`config.mk`:
```
export PLATFORM = sky130hd
export DESIGN_NAME = lfsr_prng
export DESIGN_NICKNAME = d
export VERILOG_FILES = /design/src/rtl/lfsr_prng.sv
export SDC_FILE = /design/constraint.sdc
export NUM_CORES = 1
export LEC_CHECK = 0
export CORE_UTILIZATION = 42
export DETAILED_ROUTE_END_ITERATION = 7
export DONT_BUFFER_PORTS = 1
export MAX_ROUTING_LAYER = met4
export PLACE_DENSITY = 0.61
export SLEW_MARGIN = 0
export SYNTH_ARGS = -nofsm -noshare
export SYNTH_HDL_FRONTEND = slang
export SYNTH_SLANG_ARGS = --single-unit
```
`constraint.sdc`:
```
create_clock -name clock -period 2.05 [get_ports clock]
set_clock_uncertainty 0.1 [all_clocks]
set_input_delay 0.205 -clock clock [delete_from_list [all_inputs] [get_ports clock]]
set_output_delay 0.205 -clock clock [all_outputs]
set_load 0.03 [all_outputs]
```
`src/rtl/lfsr_prng.sv`:
```
// Parametrised LFSR pseudo-random source, Fibonacci or Galois per step, with
// serial-to-word packing behind a valid/ready handshake and a period-wrap flag.
module lfsr_prng #(
   parameter int               WIDTH      = 16,
   parameter logic [WIDTH-1:0] TAPS       = 16'hB400,
   parameter int               OUT_W      = 8,
   parameter logic [WIDTH-1:0] RESET_SEED = {{(WIDTH-1){1'b0}}, 1'b1}
) (
   input  logic             clock,
   input  logic             rst,
   input  logic             en,
   input  logic             load,
   input  logic [WIDTH-1:0] seed,
   input  logic             mode,
   output logic [WIDTH-1:0] state,
   output logic             q,
   output logic [OUT_W-1:0] out_word,
   output logic             out_valid,
   input  logic             out_ready,
   output logic             wrap
);

   localparam int               CNT_W    = $clog2(OUT_W);
   localparam logic [CNT_W-1:0] CNT_LAST = CNT_W'(OUT_W - 1);
   localparam logic [WIDTH-1:0] ONE      = {{(WIDTH-1){1'b0}}, 1'b1};

   logic [WIDTH-1:0] seed_reg;
   logic [OUT_W-2:0] acc;
   logic [CNT_W-1:0] cnt;

   logic             step;
   logic             accept;
   logic             fb;
   logic [WIDTH-1:0] fib_next;
   logic [WIDTH-1:0] gal_next;
   logic [WIDTH-1:0] step_state;
   logic             step_bit;
   logic [WIDTH-1:0] seed_safe;
   logic [OUT_W-1:0] acc_ext;

   always_comb begin
      accept   = out_valid & out_ready;
      step     = en & ~load & ~(out_valid & ~out_ready);
      fb       = ^(state & TAPS);
      fib_next = {state[WIDTH-2:0], fb};
      gal_next = {state[WIDTH-2:0], 1'b0} ^ (state[WIDTH-1] ? TAPS : '0);

      // A zero state can only come from a bad mask/mode pairing; kick it back to 1.
      if (state == '0) begin
         step_state = ONE;
         step_bit   = 1'b0;
      end else if (mode) begin
         step_state = gal_next;
         step_bit   = state[WIDTH-1];
      end else begin
         step_state = fib_next;
         step_bit   = fb;
      end

      seed_safe = (seed == '0) ? ONE : seed;
      acc_ext   = {acc, step_bit};
   end

   always_ff @(posedge clock) begin
      if (rst) begin
         state     <= RESET_SEED;
         seed_reg  <= RESET_SEED;
         q         <= 1'b0;
         acc       <= '0;
         cnt       <= '0;
         out_word  <= '0;
         out_valid <= 1'b0;
         wrap      <= 1'b0;
      end else if (load) begin
         state     <= seed_safe;
         seed_reg  <= seed_safe;
         q         <= 1'b0;
         acc       <= '0;
         cnt       <= '0;
         out_valid <= 1'b0;
         wrap      <= 1'b0;
      end else begin
         wrap <= 1'b0;
         if (step) begin
            state <= step_state;
            q     <= step_bit;
            wrap  <= (step_state == seed_reg);
            // A completing word overrides any acceptance in the same cycle.
            if (cnt == CNT_LAST) begin
               out_word  <= acc_ext;
               out_valid <= 1'b1;
               cnt       <= '0;
            end else begin
               acc <= acc_ext[OUT_W-2:0];
               cnt <= cnt + 1'b1;
               if (accept) out_valid <= 1'b0;
            end
         end else if (accept) begin
            out_valid <= 1'b0;
         end
      end
   end

endmodule
```
==> flow_summary.toml, run 1 <==
[die]
initial_core_util_pct = 44.53
die_y_um = 79.11
die_area_um2 = 6258
core_um2 = 5608
io_pins = 49
die_x_um = 79.11
rows = 27

[worst_setup_path]
r2r_slack_ps = 150
required_ps = 2190
cp_max_fo = 7
crit_family = "simple AND/OR/NAND/NOR gates"
startpoint_type = "flip-flop"
crit_path_top_delay_cell = "or3_1"
cpPeakStageDelay_ps = 350
path_class = "reg -> reg"
crit_buf_inv = 1
crit_chain = "inv_1, ha_1, nor4b_4, nand4_4, or3_1, a211oi_2, o221a_1"
cp-end-kind = "flip-flop"
arrival_ps = 2040

[cells_and_area]
nFillCells = 527
antenna_cells = 0
drive_gt1_share_pct = 16.72
fin_util_pct = 53.75
finalNetCount = 324
final_cells = 371
final_cell_mix = "dfxtp_1, nor2_1, buf_4"
seq_area_um2 = 1062
multi_input_area_um2 = 1351
syn_to_final_growth_pct = 20.69
final_common_cell = "dfxtp_1"

[place]
dp_hpwl_mm = 4.598
io_buffer_count = 0
placedCellCount = 345
gp_congestion = 0.8682
place_worst_setup_slack_ps = 181.0

[clock_tree]
htreeDepth = 2
cts_tree = "built"
cts.repair.resized = 0
cts_buffers = 5
clkTransAtPathRegs_ps = 90
cts-root-buf = "clkbuf_8"
cts_buffer_depth = 2
clock_sinks = 53
clk_latency_ps = 300

[power_and_ir_drop]
pwr-share-clk_pct = 32.2
vdd_drop_max_uv = 686.7
power.internal_mw = 1.656
seqPwrFrac_pct = 49.6
pwr-share-comb_pct = 18.2
switchingPower_uw = 594.3
p_sw_share_pct = 26.41
p_per_area_nw_per_um2 = 746.7
p_leak_nw = 1.241

[detailed_routing]
avgViaCountPerCell = 5.685
drc = 0
wl_mm = 6.755
dr.pass1.iters = 4
wl_per_cell_um = 18.21
first_iter_violations = 161
vias = 2109
ant_nets = 0

[synth]
synth_nets = 287
synth_edf_count = 0
synth_area_per_cell_um2 = 9.569
yosys_most_used_dff = "dfxtp_1"
ys_warn_count = 0
synthCells = 261
ys_seq_area_share_pct = 42.48
synth.cell_area_um2 = 2497
async_flop_share_pct = 0
synth_seq_cells = 53
ys_types = 43

[sta]
finalSetupTns_ps = 0
tightest_slew_ps = 1030
post-route-period-util_pct = 92.59
post-route-min-period_ps = 1898
rsz0062_at_grt = "false"
max_freq_ghz = 0.5268
final_max_slew_viol_count = 0
holdWs_ps = 38.85
setup_ws_ps = 151.9
setup_viol = 0
slew_headroom_pct = 31.11
hold_viol = 0

[global_routing]
globalRouteTotalUtil_pct = 23.40
grt_pass1_vias = 2095
grt_max_degree = 25
overflow = 0
grt_pass1_wl_mm = 10.81
grt_antenna_before_repair = 0

[min_path]
hold_path.class = "in -> reg"

[run]
max-cap-violations = 0

[outcome]
outcome = "finished, final reports clean"
## layer usage
layer | track usage, % | vias up | wire [um]
met1 | 29.58 | 1012 | 2856
met4 | 7.273 | 0 | 146
li1 | - | 1016 | -
met2 | 36.55 | 69 | 3193
met3 | 6.092 | 12 | 558
met5 | - | - | 0
## cell usage after synthesis (2+ instances only)
cell type | count | area [um^2]
mux2_2 | 8 | 90.09
o21ai_0 | 6 | 30.03
ha_1 | 4 | 50.05
nor4b_4 | 2 | 47.55
nor4_1 | 4 | 25.02
xor2_1 | 4 | 35.03
clkbuf_1 | 10 | 37.54
a21oi_1 | 14 | 70.07
and2_1 | 2 | 12.51
nand3_1 | 4 | 20.02
a22o_1 | 15 | 131.4
xnor2_1 | 10 | 87.58
mux2i_1 | 18 | 180.2
a211o_1 | 2 | 17.52
inv_1 | 7 | 26.28
dfxtp_1 | 53 | 1061
nand4_1 | 3 | 18.77
a221oi_1 | 3 | 26.28
or3_1 | 2 | 12.51
nor2_1 | 29 | 108.9
a211oi_1 | 8 | 60.06
nand2_1 | 23 | 86.33
nor3_1 | 6 | 30.03
nand2b_1 | 2 | 12.51
a22oi_1 | 3 | 22.52
buf_2 | 2 | 10.01
## path summary, 6_finish.rpt
| path | cells past startpoint | from | to |
|---|---|---|---|
| setup / recovery | 7 | state[12] | wrap |
| setup reg to reg | 7 | state[12] | wrap |
| hold reg to reg | 2 | cnt[2] | cnt[2] |
| hold / removal | 2 | seed[6] | state[6] |
## cell type report
| type | instances | share of cell area [%] |
|---|---|---|
| Clock buffer | 7 | 2.864 |
| Clock inverter | 1 | 0.9963 |
| Inverter | 7 | 0.8717 |
| Multi-Input combinational cell | 188 | 44.83 |
| Sequential cell | 53 | 35.24 |
| Tap cell | 72 | 2.989 |
| Timing Repair Buffer | 43 | 12.20 |
## kinds of logic after synthesis
group	share of synthesized area, %
simple gates	18.79
compound gates	16.68
flops	42.49
mux	10.82
buf+inv	3.407
xor+xnor	5.811
fa+ha+maj	2.004
## what timing repair did
| action | 4_1_cts | 5_1_grt |
|---|---|---|
| setup buffers | 0 | 0 |
| hold buffers | 18 | 0 |
| hold endpoints to repair | 40 | 0 |
## per-stage QoR
stage / area [um^2] / total power, mW
6_report: 3014 / 2.251
5_1_grt: 3014 / 2.350
4_1_cts: 3014 / 2.268
3_5_place_dp: 2718 / 1.502
3_3_place_gp: 2718 / 1.500
2_1_floorplan: 2499 / 1.412
## worst reg2reg max path: stages, from the launching register on
cell and delay, ps:
dfxtp_2 330, inv_1 100, ha_1 160, nor4b_4 250, nand4_4 180, or3_1 360, a211oi_2 180, o221a_1 190
## power by group through the flow
stage                     logic [mW]  clock network, mW  registers [mW]
final                          0.410              0.725            1.12
after global routing           0.442              0.787            1.12
after CTS                      0.407              0.746            1.12
after detailed placement       0.363                  0            1.14
after global placement         0.361                  0            1.14
after floorplan                0.228                  0            1.18
No activity file was read; power rests on OpenSTA's default activity.
==> run 2, diff against run 1 <==
--- a/config.mk
+++ b/config.mk
@@ -10,6 +10,7 @@
 export DONT_BUFFER_PORTS = 1
 export MAX_ROUTING_LAYER = met4
 export PLACE_DENSITY = 0.61
+export SETUP_SLACK_MARGIN = 0.4
 export SLEW_MARGIN = 0
 export SYNTH_ARGS = -nofsm -noshare
 export SYNTH_HDL_FRONTEND = slang
==> run 2 against run 1 <==
  * Maximum frequency up 1.9%
  * Critical path depth unchanged
  * Clock-buffer cell count down 1
  * Sequential share of layout area down 1.0 points
  * Die area unchanged
  * Non-clock buffer count up 2
==> flow_summary.toml, run 2 (synthesized netlist as in run 1, its figures left out) <==
[detailed_routing]
drc = 0
wl_met3_um = 423
ant_nets = 0
vias = 2119
first_iter_violations = 161
wl_met1_mm = 2.963
dr.pass1.iters = 4
wl_met2_mm = 3.217
routed.top_layer = "met4"
avgViaCountPerCell = 5.681
wl_mm = 6.750
wl_per_cell_um = 18.10

[worst_setup_path]
r2r_start = "state[14]"
path_class = "reg -> reg"
cp-endpoint = "wrap"
r2r-end = "wrap"
crit_path_top_delay_cell = "dfxtp_4"
startpoint_type = "flip-flop"
r2r_slack_ps = 190
cp-end-kind = "flip-flop"
cpPeakStageDelay_ps = 410
cp_max_fo = 4
required_ps = 2210
crit_chain = "inv_4, ha_4, nor4b_4, nand4_4, or3_4, a211oi_2, o221a_1"
reg2reg_depth = 7
critPathLaunch = "state[14]"
arrival_ps = 2020

[global_routing]
grt_pass1_wl_mm = 11.04
overflow = 0
globalRouteTotalUtil_pct = 23.95
grt_antenna_before_repair = 0
grt_pass1_vias = 2076
grt_max_degree = 25

[die]
die_x_um = 79.11
die_y_um = 79.11
initial_core_util_pct = 44.53
die_area_um2 = 6258
rows = 27
core_um2 = 5608
io_pins = 49

[sta]
setup_viol = 0
post-route-period-util_pct = 90.83
hold_viol = 0
final_max_slew_viol_count = 0
rsz0062_at_grt = "true"
finalSetupTns_ps = 0
slew_headroom_pct = 35.89
max_freq_ghz = 0.5371
post-route-min-period_ps = 1862
setup_ws_ps = 188.1
tightest_slew_ps = 958.6

[run]
max-cap-violations = 0

[clock_tree]
clock_sinks = 53
clkTransAtPathRegs_ps = 100
cts-root-buf = "clkbuf_8"
clk_latency_ps = 300
htreeDepth = 2
cts_buffers = 5
cts_tree = "built"
cts_buffer_depth = 2

[power_and_ir_drop]
p_per_area_nw_per_um2 = 689.2
vdd_drop_max_uv = 452.3
p_leak_nw = 1.278

[place]
placedCellCount = 342
io_buffer_count = 0
dpl_cell_area_um2 = 2778
gp_congestion = 0.8059
dp_hpwl_mm = 4.611
place_worst_setup_slack_ps = 145.2

[cells_and_area]
final_common_cell = "dfxtp_1"
final_cell_mix = "dfxtp_1, nor2_1, buf_4"
nFillCells = 501
final_cells = 373
finalNetCount = 326
antenna_cells = 0
stdcell_area_um2 = 3174
drive_gt1_share_pct = 26.91
seq_area_um2 = 1086
multi_input_area_um2 = 1468
syn_to_final_growth_pct = 27.10

[outcome]
outcome = "finished, final reports clean"

[min_path]
hold_path.class = "in -> reg"
==> run 2: power by group <==
group          internal (mW)  switching, mW
combinational          0.207          0.231
sequential              1.07         0.0531
clock                  0.275          0.352
total                   1.55          0.636
==> run 2: critical path, delay by kind of cell (launching register included) <==
kind | cells | cell delay (ps)
fa+ha+maj | 1 | 120
flops | 1 | 410
simple gates | 3 | 750
compound gates | 2 | 360
buf+inv | 1 | 80
==> run 2: stage by stage <==
stage | hold WS, ps | power, mW | util [%]
after floorplan | 230.7 | 1.426 | -
after global placement | 174.1 | 1.508 | 49.53
after detailed placement | 173.1 | 1.512 | 49.53
after CTS | 21.89 | 2.191 | 55.62
after global routing | 3.482 | 2.309 | 56.60
final | 17.50 | 2.188 | 56.60
==> run 2: worst min path at each step <==
stage,from,end,slack [ps],depth (start not counted)
6_report,seed[10],state[10],20,2
5_1_grt,seed[6],state[6],3,2
4_1_cts,load,state[10],20,2
3_5_place_dp,rst,state[12],170,1
3_3_place_gp,rst,state[9],170,1
2_1_floorplan,seed[10],seed_reg[10],230,1
==> run 2: final cells by class <==
cell class                      count  area share, %
Clock buffer                        6          2.602
Tap cell                           72          2.838
Multi-Input combinational cell    188          46.24
Clock inverter                      2         0.4336
Timing Repair Buffer               45          12.61
Inverter                            7          1.064
Sequential cell                    53          34.21
==> run 2: layer usage <==
layer / track usage (%) / up-vias
met5: - / -
met4: 7.636 / 0
met3: 7.011 / 13
met2: 38.45 / 59
met1: 28.84 / 1015
li1: - / 1032
==> run 2: repair_timing <==
| action | in CTS | in global routing |
|---|---|---|
| gates resized for setup | 11 | 8 |
| setup buffers | 3 | 3 |
| pin swaps | 7 | 6 |
| hold buffers | 17 | 0 |
| cloned | 0 | 0 |
| endpoints found under the hold margin | 40 | 0 |
| endpoints found under the setup margin | 22 | 13 |
==> run 3, diff against run 2 <==
==> constraint.sdc (replaced) <==
create_clock -name clock -period 2.33 [get_ports clock]
set_clock_uncertainty 0.1 [all_clocks]
set_input_delay 0.233 -clock clock [delete_from_list [all_inputs] [get_ports clock]]
set_output_delay 0.233 -clock clock [all_outputs]
set_load 0.03 [all_outputs]
==> run 3 against run 2 <==
  * Sequential power down 11%
  * Clock-buffer cell count up 1
  * Critical path depth stayed put
  * Worst hold slack worse by 7.5 ps
  * First-iteration DRC count increased by 31%
  * Total power shrank 15%
  * Die area unchanged
  * Setup slack better by 170 ps
  * Sequential share of layout area is 1.6 points higher
  * Largest power group unchanged
==> flow_summary.toml, run 3 (synthesized netlist as in run 1, its figures left out) <==
[outcome]
outcome = "finished, final reports clean"

[sta]
final_max_slew_viol_count = 0
rsz0062_at_grt = "true"
post-route-min-period_ps = 1971
tightest_slew_ps = 951.5
setup_viol = 0
slew_headroom_pct = 36.36
post-route-period-util_pct = 84.60
hold_viol = 0
max_freq_ghz = 0.5073
finalSetupTns_ps = 0

[detailed_routing]
wl_per_cell_um = 18.50
ant_nets = 0
first_iter_violations = 211
vias = 2069
drc = 0
dr.pass1.iters = 4
wl_mm = 6.753
avgViaCountPerCell = 5.668

[global_routing]
grt_max_degree = 29
grt_pass1_vias = 2109
globalRouteTotalUtil_pct = 23.16
grt_pass1_wl_mm = 10.58
grt_antenna_before_repair = 0
overflow = 0

[power_and_ir_drop]
p_per_area_nw_per_um2 = 623.4
vdd_drop_max_uv = 400.8
p_leak_nw = 1.210

[cells_and_area]
finalNetCount = 319
drive_gt1_share_pct = 17.06
final_cell_mix = "dfxtp_1, nor2_1, nand2_1"
syn_to_final_growth_pct = 19.49
antenna_cells = 0
fin_util_pct = 53.21
multi_input_area_um2 = 1371
nFillCells = 530
final_common_cell = "dfxtp_1"
seq_area_um2 = 1069

[clock_tree]
clk_latency_ps = 300
cts_buffer_depth = 2
clock_sinks = 53
cts_buffers = 5
cts-root-buf = "clkbuf_8"
clkTransAtPathRegs_ps = 90
cts_tree = "built"
htreeDepth = 2

[worst_setup_path]
required_ps = 2480
cp_max_fo = 7
arrival_ps = 2120
cp-end-kind = "flip-flop"
path_class = "reg -> reg"
startpoint_type = "flip-flop"

[run]
max-cap-violations = 0

[die]
io_pins = 49
core_um2 = 5608
die_x_um = 79.11
die_area_um2 = 6258
die_y_um = 79.11
rows = 27
initial_core_util_pct = 44.53

[place]
gp_congestion = 0.8420
io_buffer_count = 0
dp_hpwl_mm = 4.537

[min_path]
hold_path.class = "in -> reg"
run 3: cell count changes in the layout (fill, tap and decap cells not counted), sizes merged:
cell,previous run,this run
clkinv,2,0
buf,28,19
dlygate4sd3,17,19
clkbuf,6,7
run 3: metal layers:
layer  track usage (%)  vias to the layer above  share of wire, %
met5                 -                        -                 0
met1             27.47                      966                45
li1                  -                     1011                 -
met3             5.747                       23               6.4
met4             11.45                        0               3.0
met2             36.55                       69                46
run 3: area by class of cell:
cell class              instances  share of cell area, %
repair buffers                 38                  11.28
multi-input cells             188                  45.95
inverters                       7                  1.048
well taps                      72                  3.019
clock buffers                   7                  2.893
flip-flops and latches         53                  35.81
run 3: worst paths after layout:
check / from / end / slack [ps] / cells past startpoint
worst max-delay path: state[12] / wrap / 360 / 7
worst min register to register: cnt[2] / cnt[2] / 360 / 2
worst max register to register: state[12] / wrap / 360 / 7
worst min-delay path: seed[9] / state[9] / 10 / 2
run 3: power by group:
| group | internal, mW | total [mW] | switching [mW] |
|---|---|---|---|
| logic | 0.160 | 0.346 | 0.186 |
| clock network | 0.236 | 0.518 | 0.281 |
| registers | 0.943 | 0.997 | 0.0536 |
| total | 1.34 | 1.86 | 0.521 |
run 3: per-stage QoR:
step | power, mW | instance area, um^2 | cells | setup slack [ps] | hold slack, ps
2_1_floorplan | 1.242 | 2500 | 261 | 423.6 | 258.7
3_3_place_gp | 1.307 | 2659 | 337 | 350.7 | 208.5
3_5_place_dp | 1.310 | 2659 | 337 | 263.2 | 207.7
4_1_cts | 1.854 | 2938 | 363 | 396.6 | -120.1
5_1_grt | 1.947 | 2984 | 365 | 304.3 | 26.06
6_report | 1.860 | 2984 | 365 | 358.9 | 9.979
run 3: timing repair:
item	4_1_cts	5_1_grt
endpoints found under the setup margin	8	9
pin swaps	1	1
resized for setup	4	8
hold endpoints to repair	40	23
hold buffers	18	1
setup buffers	1	1
run 3: worst max-delay path, cell delays in order (launching register included):
cell      delay [ps]
dfxtp_4          410
inv_4             80
ha_1             140
nor4b_4          300
nand4_4          140
or3_1            340
a211oi_2         210
o221a_1          200
